$ cat src/rtl/blink_pkg.sv
// Shared definitions for the LED blink sequencer: FSM state encoding and counter widths.
// The state encoding is also what drives the board's debug LEDs.
package blink_pkg;

    localparam int STATE_W = 2;
    localparam int BLINK_W = 3;
    localparam int PAUSE_W = 4;

    typedef enum logic [STATE_W-1:0] {
        S_IDLE  = 2'd0,
        S_ON    = 2'd1,
        S_OFF   = 2'd2,
        S_PAUSE = 2'd3
    } state_t;

endpackage

$ cat src/rtl/blink_sequencer_tick_counter.sv
// Small up-counter with synchronous clear (clear beats inc).
// Used for both the blink count and the pause count.
module tick_counter #(
    parameter int WIDTH = 3
) (
    input  logic             clk,
    input  logic             rst,
    input  logic             clear,
    input  logic             inc,
    output logic [WIDTH-1:0] q
);

    logic [WIDTH-1:0] r_q;

    always_ff @(posedge clk) begin
        if (rst) begin
            r_q <= '0;
        end else if (clear) begin
            r_q <= '0;
        end else if (inc) begin
            r_q <= r_q + 1'b1;
        end
    end

    assign q = r_q;

endmodule

$ cat src/rtl/blink_sequencer.sv
// Blink FSM stepped by the timer's tick pulse: bursts of ON/OFF blinks separated
// by a dark pause, or continuous blinking when burst_len is zero.
module blink_sequencer
    import blink_pkg::*;
#(
    parameter int PAUSE_TICKS = 4
) (
    input  logic               clk,
    input  logic               rst,
    input  logic               enable,
    input  logic               tick,
    input  logic [2:0]         burst_len,
    output logic               led,
    output logic               burst_done,
    output logic [STATE_W-1:0] state
);

    state_t             r_state;
    logic               r_led;
    logic               r_burst_done;
    logic [BLINK_W-1:0] r_len_q;

    state_t             w_state_next;
    logic               w_burst_done_next;
    logic               w_len_load;
    logic               w_blink_clr;
    logic               w_blink_inc;
    logic               w_pause_clr;
    logic               w_pause_inc;
    logic [BLINK_W-1:0] w_blink_cnt;
    logic [PAUSE_W-1:0] w_pause_cnt;
    logic               w_burst_end;
    logic               w_pause_end;

    assign w_burst_end = (r_len_q != '0) && (w_blink_cnt == r_len_q);
    assign w_pause_end = (w_pause_cnt == PAUSE_W'(PAUSE_TICKS - 1));

    always_comb begin
        w_state_next      = r_state;
        w_burst_done_next = 1'b0;
        w_len_load        = 1'b0;
        w_blink_clr       = 1'b0;
        w_blink_inc       = 1'b0;
        w_pause_clr       = 1'b0;
        w_pause_inc       = 1'b0;

        if (!enable) begin
            w_state_next = S_IDLE;
            w_blink_clr  = 1'b1;
            w_pause_clr  = 1'b1;
        end else if (tick) begin
            case (r_state)
                S_IDLE: begin
                    w_state_next = S_ON;
                    w_len_load   = 1'b1;
                    w_blink_clr  = 1'b1;
                end
                S_ON: begin
                    w_state_next = S_OFF;
                    // Continuous mode keeps the count pinned at zero so it never wraps.
                    w_blink_inc  = (r_len_q != '0);
                end
                S_OFF: begin
                    if (w_burst_end) begin
                        w_state_next      = S_PAUSE;
                        w_pause_clr       = 1'b1;
                        w_burst_done_next = 1'b1;
                    end else begin
                        w_state_next = S_ON;
                    end
                end
                S_PAUSE: begin
                    if (w_pause_end) begin
                        w_state_next = S_ON;
                        w_len_load   = 1'b1;
                        w_blink_clr  = 1'b1;
                        w_pause_clr  = 1'b1;
                    end else begin
                        w_pause_inc = 1'b1;
                    end
                end
                default: w_state_next = S_IDLE;
            endcase
        end
    end

    always_ff @(posedge clk) begin
        if (rst) begin
            r_state      <= S_IDLE;
            r_led        <= 1'b0;
            r_burst_done <= 1'b0;
            r_len_q      <= '0;
        end else begin
            r_state      <= w_state_next;
            r_led        <= (w_state_next == S_ON);
            r_burst_done <= w_burst_done_next;
            if (w_len_load) begin
                r_len_q <= burst_len;
            end
        end
    end

    tick_counter #(.WIDTH(BLINK_W)) u_blink_cnt (
        .clk   (clk),
        .rst   (rst),
        .clear (w_blink_clr),
        .inc   (w_blink_inc),
        .q     (w_blink_cnt)
    );

    tick_counter #(.WIDTH(PAUSE_W)) u_pause_cnt (
        .clk   (clk),
        .rst   (rst),
        .clear (w_pause_clr),
        .inc   (w_pause_inc),
        .q     (w_pause_cnt)
    );

    assign led        = r_led;
    assign burst_done = r_burst_done;
    assign state      = r_state;

endmodule
$ cat config.mk
export PLATFORM = sky130hd
export DESIGN_NAME = blink_sequencer
export DESIGN_NICKNAME = d
export VERILOG_FILES = /design/src/rtl/blink_pkg.sv /design/src/rtl/blink_sequencer_tick_counter.sv /design/src/rtl/blink_sequencer.sv
export SDC_FILE = /design/constraint.sdc
export NUM_CORES = 1
export LEC_CHECK = 0
export BUFFER_PORTS_ARGS = -buffer_cell sky130_fd_sc_hd__buf_2
export CORE_AREA = 4 4 43 45
export DETAILED_ROUTE_END_ITERATION = 10
export DIE_AREA = 0 0 47 49
export PLACE_DENSITY = 0.83
export SETUP_SLACK_MARGIN = 0.15
export SLEW_MARGIN = 0
export SYNTH_ARGS = -nofsm -noshare
export SYNTH_HDL_FRONTEND = slang
export SYNTH_SLANG_ARGS = --single-unit
$ cat constraint.sdc
create_clock -name clk -period 1.7 [get_ports clk]
set_input_delay 0.34 -clock clk [delete_from_list [all_inputs] [get_ports clk]]
set_output_delay 0.34 -clock clk [all_outputs]
set_load 0.03 [all_outputs]
==> results.yml, run 1 <==
run_status:
  status: "finished, final reports clean"
floorplan:
  die_area_sq_um: 2300
  fp.dieH_um: 49
  core_sq_um: 1470
  die_w_um: 47
  ios: 11
  initial_utilization: 0.516
  num_rows: 14
clocking:
  clockBufferDepth: 2
  clk_latency_ns: 0.27
  cts_inserted_buffers: 3
  path_clk_slew_ns: 0.08
  cts_tree: "done"
  cts_root_buf: "clkbuf_4"
  htree_levels: 1
  clock_sinks: 14
  postCtsSetupBuffers: 0
layout:
  drive_gt1_frac: 0.223
  final_cell_mix: "12 x dfxtp_1, 11 x nor2_1, 10 x buf_2, 7 x xnor2_1, 6 x ha_1"
  fillers: 132
  antenna_cells: 0
  mostFrequentLayoutCell: "dfxtp_1"
  layout.nets: 110
  area.growth.synth_to_final_pct: 12.9
setup_path:
  r2r_start: "u_pause_cnt.q[0]$_SDFFE_PP0P_"
  crit_path_top_delay_cell: "dfxtp_1"
  path_delay_family: "flip-flops"
  rrSetupSlack_ns: 0.28
  crit_buf_inv: 0
  cp.arrival_ns: 1.60
  crit_path_max_fanout: 3
  r2r_end: "r_len_q[2]$_SDFFE_PP0P_"
  end_kind: "register"
  cp_data_required_time_ns: 1.87
  path_cells: "ha_1 -> and4bb_4 -> o2111ai_4 -> mux2i_1 -> nor2_1"
  worstSetupPathType: "register to register"
  worstRegToRegCells: 5
  startpoint_type: "register"
  cpPeakStageDelay_ns: 0.34
global_route:
  antenna_found_initial: 0
  grt_first_pass_wirelength_mm: 2.46
  grt-ovfl-total: 0
  grt_usage: 0.144
  grt_max_degree: 10
  grt_pass1_vias: 608
timing:
  fin_tns_setup_ns: 0
  setup_ws_ns: 0.275
  rsz0062_at_grt: "no"
  worstMarginPinSlew_ns: 0.367
  period_needed_ns: 1.42
  slew_violations: 0
  timing.final.crit_share: 0.838
  relSlewSlack: 0.754
  fmaxAchievable_ghz: 0.702
  finalSetupViolCount: 0
  hold_violations: 0
  skew_ns: 0.00330
hold_path:
  holdPathStages: 2
  min_from: "rst"
  worst_hold_path_type: "input pin to register"
  hold-path-endpoint: "r_len_q[0]$_SDFFE_PP0P_"
yosys:
  synth_area_leaders: "dfxtp_1 37%, ha_1 12%, xnor2_1 8.1%"
  synth_top_area_frac: 0.369
  syn_nets: 96
  avgSynthCellArea_sq_um: 9.26
  yosysSeqAreaShare: 0.369
  ys_async_sr_fraction: 0
  synth-seq-cells: 14
  mappedNetlistArea_sq_um: 759
  syn-instance-count: 82
  synth.distinct_cells: 28
  synth_top_cell_by_area: "dfxtp_1"
  yosysWarningCount: 0
  synthFlopType: "dfxtp_1"
  synth_edf_count: 0
route:
  num_vias: 599
  finalWirelength_mm: 1.39
  detail-route-antenna-nets: 0
  drc: 0
  drt-met1-wl_um: 686
  viasPerCell: 5.45
  route.met2.wl_um: 610
  dr.max_layer_used: "met4"
  post_drt_wl_per_cell_um: 12.6
  met3_length_um: 58
  drt_iter0_drc: 14
  first_pass_iters: 2
placed_design:
  place.gp.congestion: 0.755
  dp_hpwl_mm: 1.04
  io_buffers: 10
  pre_cts_slack_ns: 0.241
pwr:
  peakVddDrop_v: 0.000429
  p_per_area_nw_per_um2: 691
  p_leak_uw: 0.000350
run:
  drv_cap: 0
## cells in the mapped netlist (2+ instances only)
| cell | number |
|---|---|
| o21ai_0 | 3 |
| nor3b_1 | 2 |
| nor2_1 | 11 |
| inv_1 | 3 |
| a21oi_1 | 3 |
| o21ai_1 | 2 |
| nand2_1 | 5 |
| mux2i_1 | 4 |
| xnor2_1 | 7 |
| dfxtp_1 | 14 |
| ha_1 | 7 |
| nand3_1 | 5 |
## worst reg2reg max path: cells and delay by family (launching register included)
kind                     cells  cell delay, ns
flip-flops                   1            0.34
adder cells (fa/ha/maj)      1            0.24
AO/OA/AOI/OAI                1            0.25
multiplexers                 1            0.22
AND/OR/NAND/NOR              2            0.28
## power by group
group          leakage, uW  switching, uW  total (uW)  internal, uW
combinational     0.000222           41.6        69.4          27.8
clock            0.0000138           99.4         181          82.1
sequential        0.000114           6.85         341           334
## layer usage
metal / up-vias / track usage
met2: 10 / 0.204
li1: 310 / -
met5: - / 0
met4: 0 / 0.0968
met1: 275 / 0.190
met3: 4 / 0.0258
## per-stage QoR
stage                     cells  hold WS [ns]  total power [uW]  utilization  cell area [sq um]
after detailed placement    107         0.495               418        0.561                826
after global routing        110         0.280               623        0.582                857
after floorplan              82         0.412               397            -                761
final                       110         0.283               592        0.582                857
after CTS                   110         0.276               600        0.577                848
after global placement      107         0.495               416        0.561                826
## kinds of logic (layout without fill, tap and decap cells)
| logic type | Yosys count | after routing | synth area share |
|---|---|---|---|
| DFF | 14 | 14 | 0.369 |
| and+or+nand+nor | 32 | 32 | 0.226 |
| buffers and inverters | 5 | 17 | 0.0263 |
| adders and majority gates | 7 | 7 | 0.115 |
| xor gates and xnor gates | 7 | 7 | 0.0807 |
| muxes | 4 | 4 | 0.0527 |
| AOI/OAI and AO/OA | 13 | 13 | 0.130 |
## sequential cells by signal (all words and copies together) (netlist names)
register and count:
u_pause_cnt.q 4, r_len_q 3, u_blink_cnt.q 3, state 2, burst_done 1, led 1
## timing repair
item                                    4_1_cts  5_1_grt
endpoints found under the setup margin        0        7
gates resized for setup                       0        3
hold buffers                                  0        0
## worst max path at each step
| stage | start | end | slack, ns | depth (start not counted) |
|---|---|---|---|---|
| 4_1_cts | state[1]$_SDFF_PP0_ | r_len_q[1]$_SDFFE_PP0P_ | 0.22 | 5 |
| 3_3_place_gp | state[1]$_SDFF_PP0_ | r_len_q[0]$_SDFFE_PP0P_ | 0.28 | 5 |
| 6_report | u_pause_cnt.q[0]$_SDFFE_PP0P_ | r_len_q[2]$_SDFFE_PP0P_ | 0.28 | 5 |
| 3_5_place_dp | state[1]$_SDFF_PP0_ | r_len_q[1]$_SDFFE_PP0P_ | 0.24 | 5 |
| 5_1_grt | u_pause_cnt.q[0]$_SDFFE_PP0P_ | state[1]$_SDFF_PP0_ | 0.13 | 5 |
| 2_1_floorplan | state[1]$_SDFF_PP0_ | r_len_q[0]$_SDFFE_PP0P_ | 0.17 | 5 |
## layout make-up
cell class	instances	area (sq um)	area share
repair buffers	10	50.0	0.0584
inverters	4	15.0	0.0175
multi-input cells	63	467	0.545
well taps	16	20.0	0.0234
flip-flops and latches	14	283	0.330
clock buffers	3	22.5	0.0263
(Power assumes the default switching activity.)
==> run 2: changes to the inputs <==
- clock period: 1.7 -> 1.4 ns (I/O delays scaled with it)
==> results.yml, run 2 (same netlist as run 1, synthesis figures left out) <==
floorplan:
  ios: 11
  die_area_sq_um: 2300
  num_rows: 14
  die_w_um: 47
  core_sq_um: 1470
  fp.dieH_um: 49
  initial_utilization: 0.516
route:
  first_pass_iters: 4
  num_vias: 674
  finalWirelength_mm: 1.73
  detail-route-antenna-nets: 0
  viasPerCell: 5.62
  drc: 0
  post_drt_wl_per_cell_um: 14.4
  drt_iter0_drc: 6
pwr:
  clockPowerShare: 0.312
  p_per_area_nw_per_um2: 752
  switching_power_uw: 196
  p_comb_frac: 0.132
  total_power_uw: 743
  power_frac_seq: 0.556
  p_leak_uw: 0.000393
  intPower_uw: 547
  peakVddDrop_v: 0.000523
  switching_share: 0.263
layout:
  antenna_cells: 0
  layout.nets: 119
  fillers: 106
  largest_reg_flops: 4
  drive_gt1_frac: 0.404
  area.growth.synth_to_final_pct: 30.0
  final_cell_mix: "10 x nor2_1, 10 x dfxtp_1, 10 x buf_2, 9 x buf_4, 7 x xnor2_1"
setup_path:
  cp.depth: 5
  cpPeakStageDelay_ns: 0.38
  cp_data_required_time_ns: 1.57
  end_kind: "register"
  crit_path_top_delay_cell: "dfxtp_4"
  startpoint_type: "register"
  cp.arrival_ns: 1.56
  crit_path_max_fanout: 4
  worstRegToRegCells: 5
  path_cells: "ha_4 -> and4bb_4 -> o2111ai_4 -> mux2i_1 -> nor2_1"
  path_delay_family: "flip-flops"
  worstSetupPathType: "register to register"
  crit_buf_inv: 0
placed_design:
  io_buffers: 10
  place.gp.congestion: 0.759
  dp_hpwl_mm: 1.09
clocking:
  clockBufferDepth: 2
  cts.hold.buffers_added: 0
  cts_root_buf: "clkbuf_4"
  clock_sinks: 14
  clk_latency_ns: 0.28
  htree_levels: 1
  cts_tree: "done"
  path_clk_slew_ns: 0.09
  cts_inserted_buffers: 3
global_route:
  grt_first_pass_wirelength_mm: 2.75
  grt_pass1_vias: 639
  grt_max_degree: 10
  antenna_found_initial: 0
  grt_usage: 0.159
  grt-ovfl-total: 0
timing:
  fin_tns_setup_ns: 0
  worstMarginPinSlew_ns: 0.381
  hold_violations: 0
  timing.final.crit_share: 0.991
  period_needed_ns: 1.39
  rsz0062_at_grt: "yes"
  skew_ns: 0.0117
  relSlewSlack: 0.744
  finalSetupViolCount: 0
  slew_violations: 0
  fmaxAchievable_ghz: 0.720
run_status:
  status: "finished, final reports clean"
hold_path:
  worst_hold_path_type: "input pin to register"
  holdPathStages: 2
run:
  drv_cap: 0
-- run 2: cell types whose count changed in the layout (fill, tap and decap cells not counted), moves of 2 or more --
| cell | previous run | this run |
|---|---|---|
| o21ai_2 | 0 | 2 |
| buf_4 | 0 | 9 |
| inv_2 | 1 | 4 |
| dfxtp_4 | 0 | 2 |
| inv_1 | 3 | 0 |
| ha_4 | 0 | 2 |
| dfxtp_1 | 12 | 10 |
| o21ai_1 | 2 | 0 |
| ha_1 | 6 | 4 |
-- run 2: power groups by stage --
stage	Sequential (uW)	Combinational [uW]	Clock [uW]
final	413	98.1	232
after global routing	414	110	265
after CTS	412	90.9	242
after detailed placement	422	84.1	0
after global placement	422	82.4	0
after floorplan	427	52.9	0
-- run 2: cell type report --
cell class	count	area (sq um)	share of cell area
inverters	4	15.0	0.0152
clock inverters	1	3.75	0.00380
well taps	16	20.0	0.0203
flip-flops and latches	14	290	0.294
clock buffers	3	22.5	0.0228
multi-input cells	63	518	0.525
repair buffers	19	118	0.119
-- run 2: final timing paths --
kind	from	endpoint	slack, ns
setup / recovery	state[1]$_SDFF_PP0_	r_len_q[2]$_SDFFE_PP0P_	0.01
hold reg to reg	u_blink_cnt.q[1]$_SDFFE_PP0P_	u_blink_cnt.q[1]$_SDFFE_PP0P_	0.54
hold / removal	rst	r_len_q[1]$_SDFFE_PP0P_	0.24
setup reg to reg	state[1]$_SDFF_PP0_	r_len_q[2]$_SDFFE_PP0P_	0.01
-- run 2: through the flow --
stage	cells	hold WS (ns)	util	setup slack, ns	cell area [sq um]
4_1_cts	116	0.222	0.631	0.0209	928
2_1_floorplan	82	0.352	-	0.0465	785
5_1_grt	120	0.229	0.671	-0.0682	987
3_5_place_dp	109	0.508	0.588	0.00517	865
6_report	120	0.240	0.671	0.0121	987
3_3_place_gp	109	0.490	0.588	0.0351	865
-- run 2: timing repair --
| item | 4_1_cts | 5_1_grt |
|---|---|---|
| setup endpoints to repair | 11 | 12 |
| pin swaps | 4 | 6 |
| buffers inserted | 3 | 4 |
| resized for setup | 6 | 7 |
-- run 2: metal layers --
| layer | track usage | part of all wire |
|---|---|---|
| met5 | 0 | 0 |
| met4 | 0.0507 | 0.014 |
| met3 | 0.0590 | 0.046 |
| met2 | 0.226 | 0.47 |
| met1 | 0.217 | 0.47 |
==> run 3: changes to the inputs <==
- GPL_TIMING_DRIVEN: not set -> 0
==> results.yml, run 3 (same netlist as run 1, synthesis figures left out) <==
run_status:
  status: "finished, final reports clean"
global_route:
  grt-ovfl-total: 0
  grt_first_pass_wirelength_mm: 2.80
  grt_max_degree: 10
  antenna_found_initial: 0
  grt_pass1_vias: 617
  grt_usage: 0.169
route:
  viasPerCell: 5.73
  drc: 0
  detail-route-antenna-nets: 0
  num_vias: 665
  post_drt_wl_per_cell_um: 16.8
  drt_iter0_drc: 8
  finalWirelength_mm: 1.95
  first_pass_iters: 4
floorplan:
  die_area_sq_um: 2300
  fp.dieH_um: 49
  num_rows: 14
  core_sq_um: 1470
  initial_utilization: 0.516
  ios: 11
  die_w_um: 47
timing:
  fmaxAchievable_ghz: 0.715
  period_needed_ns: 1.40
  relSlewSlack: 0.751
  timing.final.crit_share: 0.999
  worstMarginPinSlew_ns: 0.371
  hold_ws_ns: 0.218
  skew_ns: 0.00118
  fin_tns_setup_ns: 0
  rsz0062_at_grt: "yes"
  slew_violations: 0
  finalSetupViolCount: 0
  hold_violations: 0
setup_path:
  path_cells: "ha_4 -> and4bb_4 -> o2111ai_4 -> mux2i_1 -> nor2_1"
  cpPeakStageDelay_ns: 0.37
  crit_path_top_delay_cell: "dfxtp_4"
  rrSetupSlack_ns: 0.001
  cp_data_required_time_ns: 1.57
  crit_path_max_fanout: 4
  end_kind: "register"
  startpoint_type: "register"
  worstSetupPathType: "register to register"
  cp.arrival_ns: 1.57
layout:
  antenna_cells: 0
  layout.nets: 116
  largest_reg_flops: 4
  multiInputGateArea_sq_um: 566
  layoutNonFillerInstCount: 116
  drive_gt1_frac: 0.440
  seq_area_sq_um: 290
  mostFrequentLayoutCell: "dfxtp_1"
  fillers: 117
  area.growth.synth_to_final_pct: 33.9
  final_cell_mix: "10 x dfxtp_1, 8 x buf_2, 8 x nor2_1, 7 x xnor2_1, 7 x buf_4"
pwr:
  peakVddDrop_v: 0.000604
  total_power_uw: 745
  p_leak_uw: 0.000383
  p_per_area_nw_per_um2: 732
clocking:
  clock_sinks: 14
  clk_latency_ns: 0.28
  cts.hold.buffers_added: 0
  path_clk_slew_ns: 0.08
  cts_inserted_buffers: 3
  clockBufferDepth: 2
  cts_tree: "done"
  htree_levels: 1
  cts_root_buf: "clkbuf_4"
hold_path:
  worst_hold_path_type: "input pin to register"
placed_design:
  io_buffers: 9
  place.gp.congestion: 0.701
  dp_hpwl_mm: 1.18
  dp_cells: 107
run:
  drv_cap: 0
[run 3: cell types whose count changed in the layout (fill, tap and decap cells not counted), moves of 2 or more]
cell     delta
buf_4       -2
nand3_1     -2
nor2_2      +2
buf_2       -2
ha_1        -2
nor2_1      -2
ha_4        +3
[run 3: final timing paths]
| kind | depth (start not counted) | endpoint | from |
|---|---|---|---|
| max | 5 | r_len_q[1]$_SDFFE_PP0P_ | state[0]$_SDFF_PP0_ |
| min | 2 | r_len_q[1]$_SDFFE_PP0P_ | rst |
| max reg2reg | 5 | r_len_q[1]$_SDFFE_PP0P_ | state[0]$_SDFF_PP0_ |
| min reg2reg | 2 | u_blink_cnt.q[1]$_SDFFE_PP0P_ | u_blink_cnt.q[1]$_SDFFE_PP0P_ |
[run 3: layout make-up]
type                    instances  share of cell area
multi-input cells              63               0.556
inverters                       4              0.0148
flip-flops and latches         14               0.285
well taps                      16              0.0197
plain buffers                   1             0.00492
repair buffers                 15              0.0972
clock buffers                   3              0.0221
[run 3: where the power goes]
| part | internal (uW) | switching, uW | leakage, uW |
|---|---|---|---|
| Combinational | 46.9 | 64.9 | 0.000254 |
| Sequential | 403 | 10.5 | 0.000116 |
| Clock | 99.8 | 119 | 0.0000138 |
| Total | 550 | 195 | 0.000383 |
[run 3: repair_timing]
| action | CTS | global route |
|---|---|---|
| pin swaps | 6 | 12 |
| endpoints found under the setup margin | 12 | 13 |
| setup buffers | 4 | 2 |
| gates resized for setup | 13 | 12 |
[run 3: worst max-delay path: cells and delay by family, from the launching register on]
| family | cells | cell delay, ns |
|---|---|---|
| DFF | 1 | 0.37 |
| and+or+nand+nor | 2 | 0.27 |
| AOI/OAI and AO/OA | 1 | 0.26 |
| muxes | 1 | 0.23 |
| adders and majority gates | 1 | 0.16 |
[run 3: through the flow]
stage / instance area, sq um / worst slack (ns) / utilization
6_report: 1020 / 0.00116 / 0.691
2_1_floorplan: 785 / 0.0465 / -
4_1_cts: 961 / 0.0230 / 0.653
3_5_place_dp: 850 / -0.0375 / 0.577
3_3_place_gp: 850 / 0.0193 / 0.577
5_1_grt: 1020 / -0.0791 / 0.691
[run 3: routing by layer]
layer,GRT usage,wire (um),vias to the layer above
met5,0,0,-
met4,0.0553,69,0
met3,0.0369,89,8
met2,0.274,1000,27
met1,0.213,788,306
li1,-,-,324
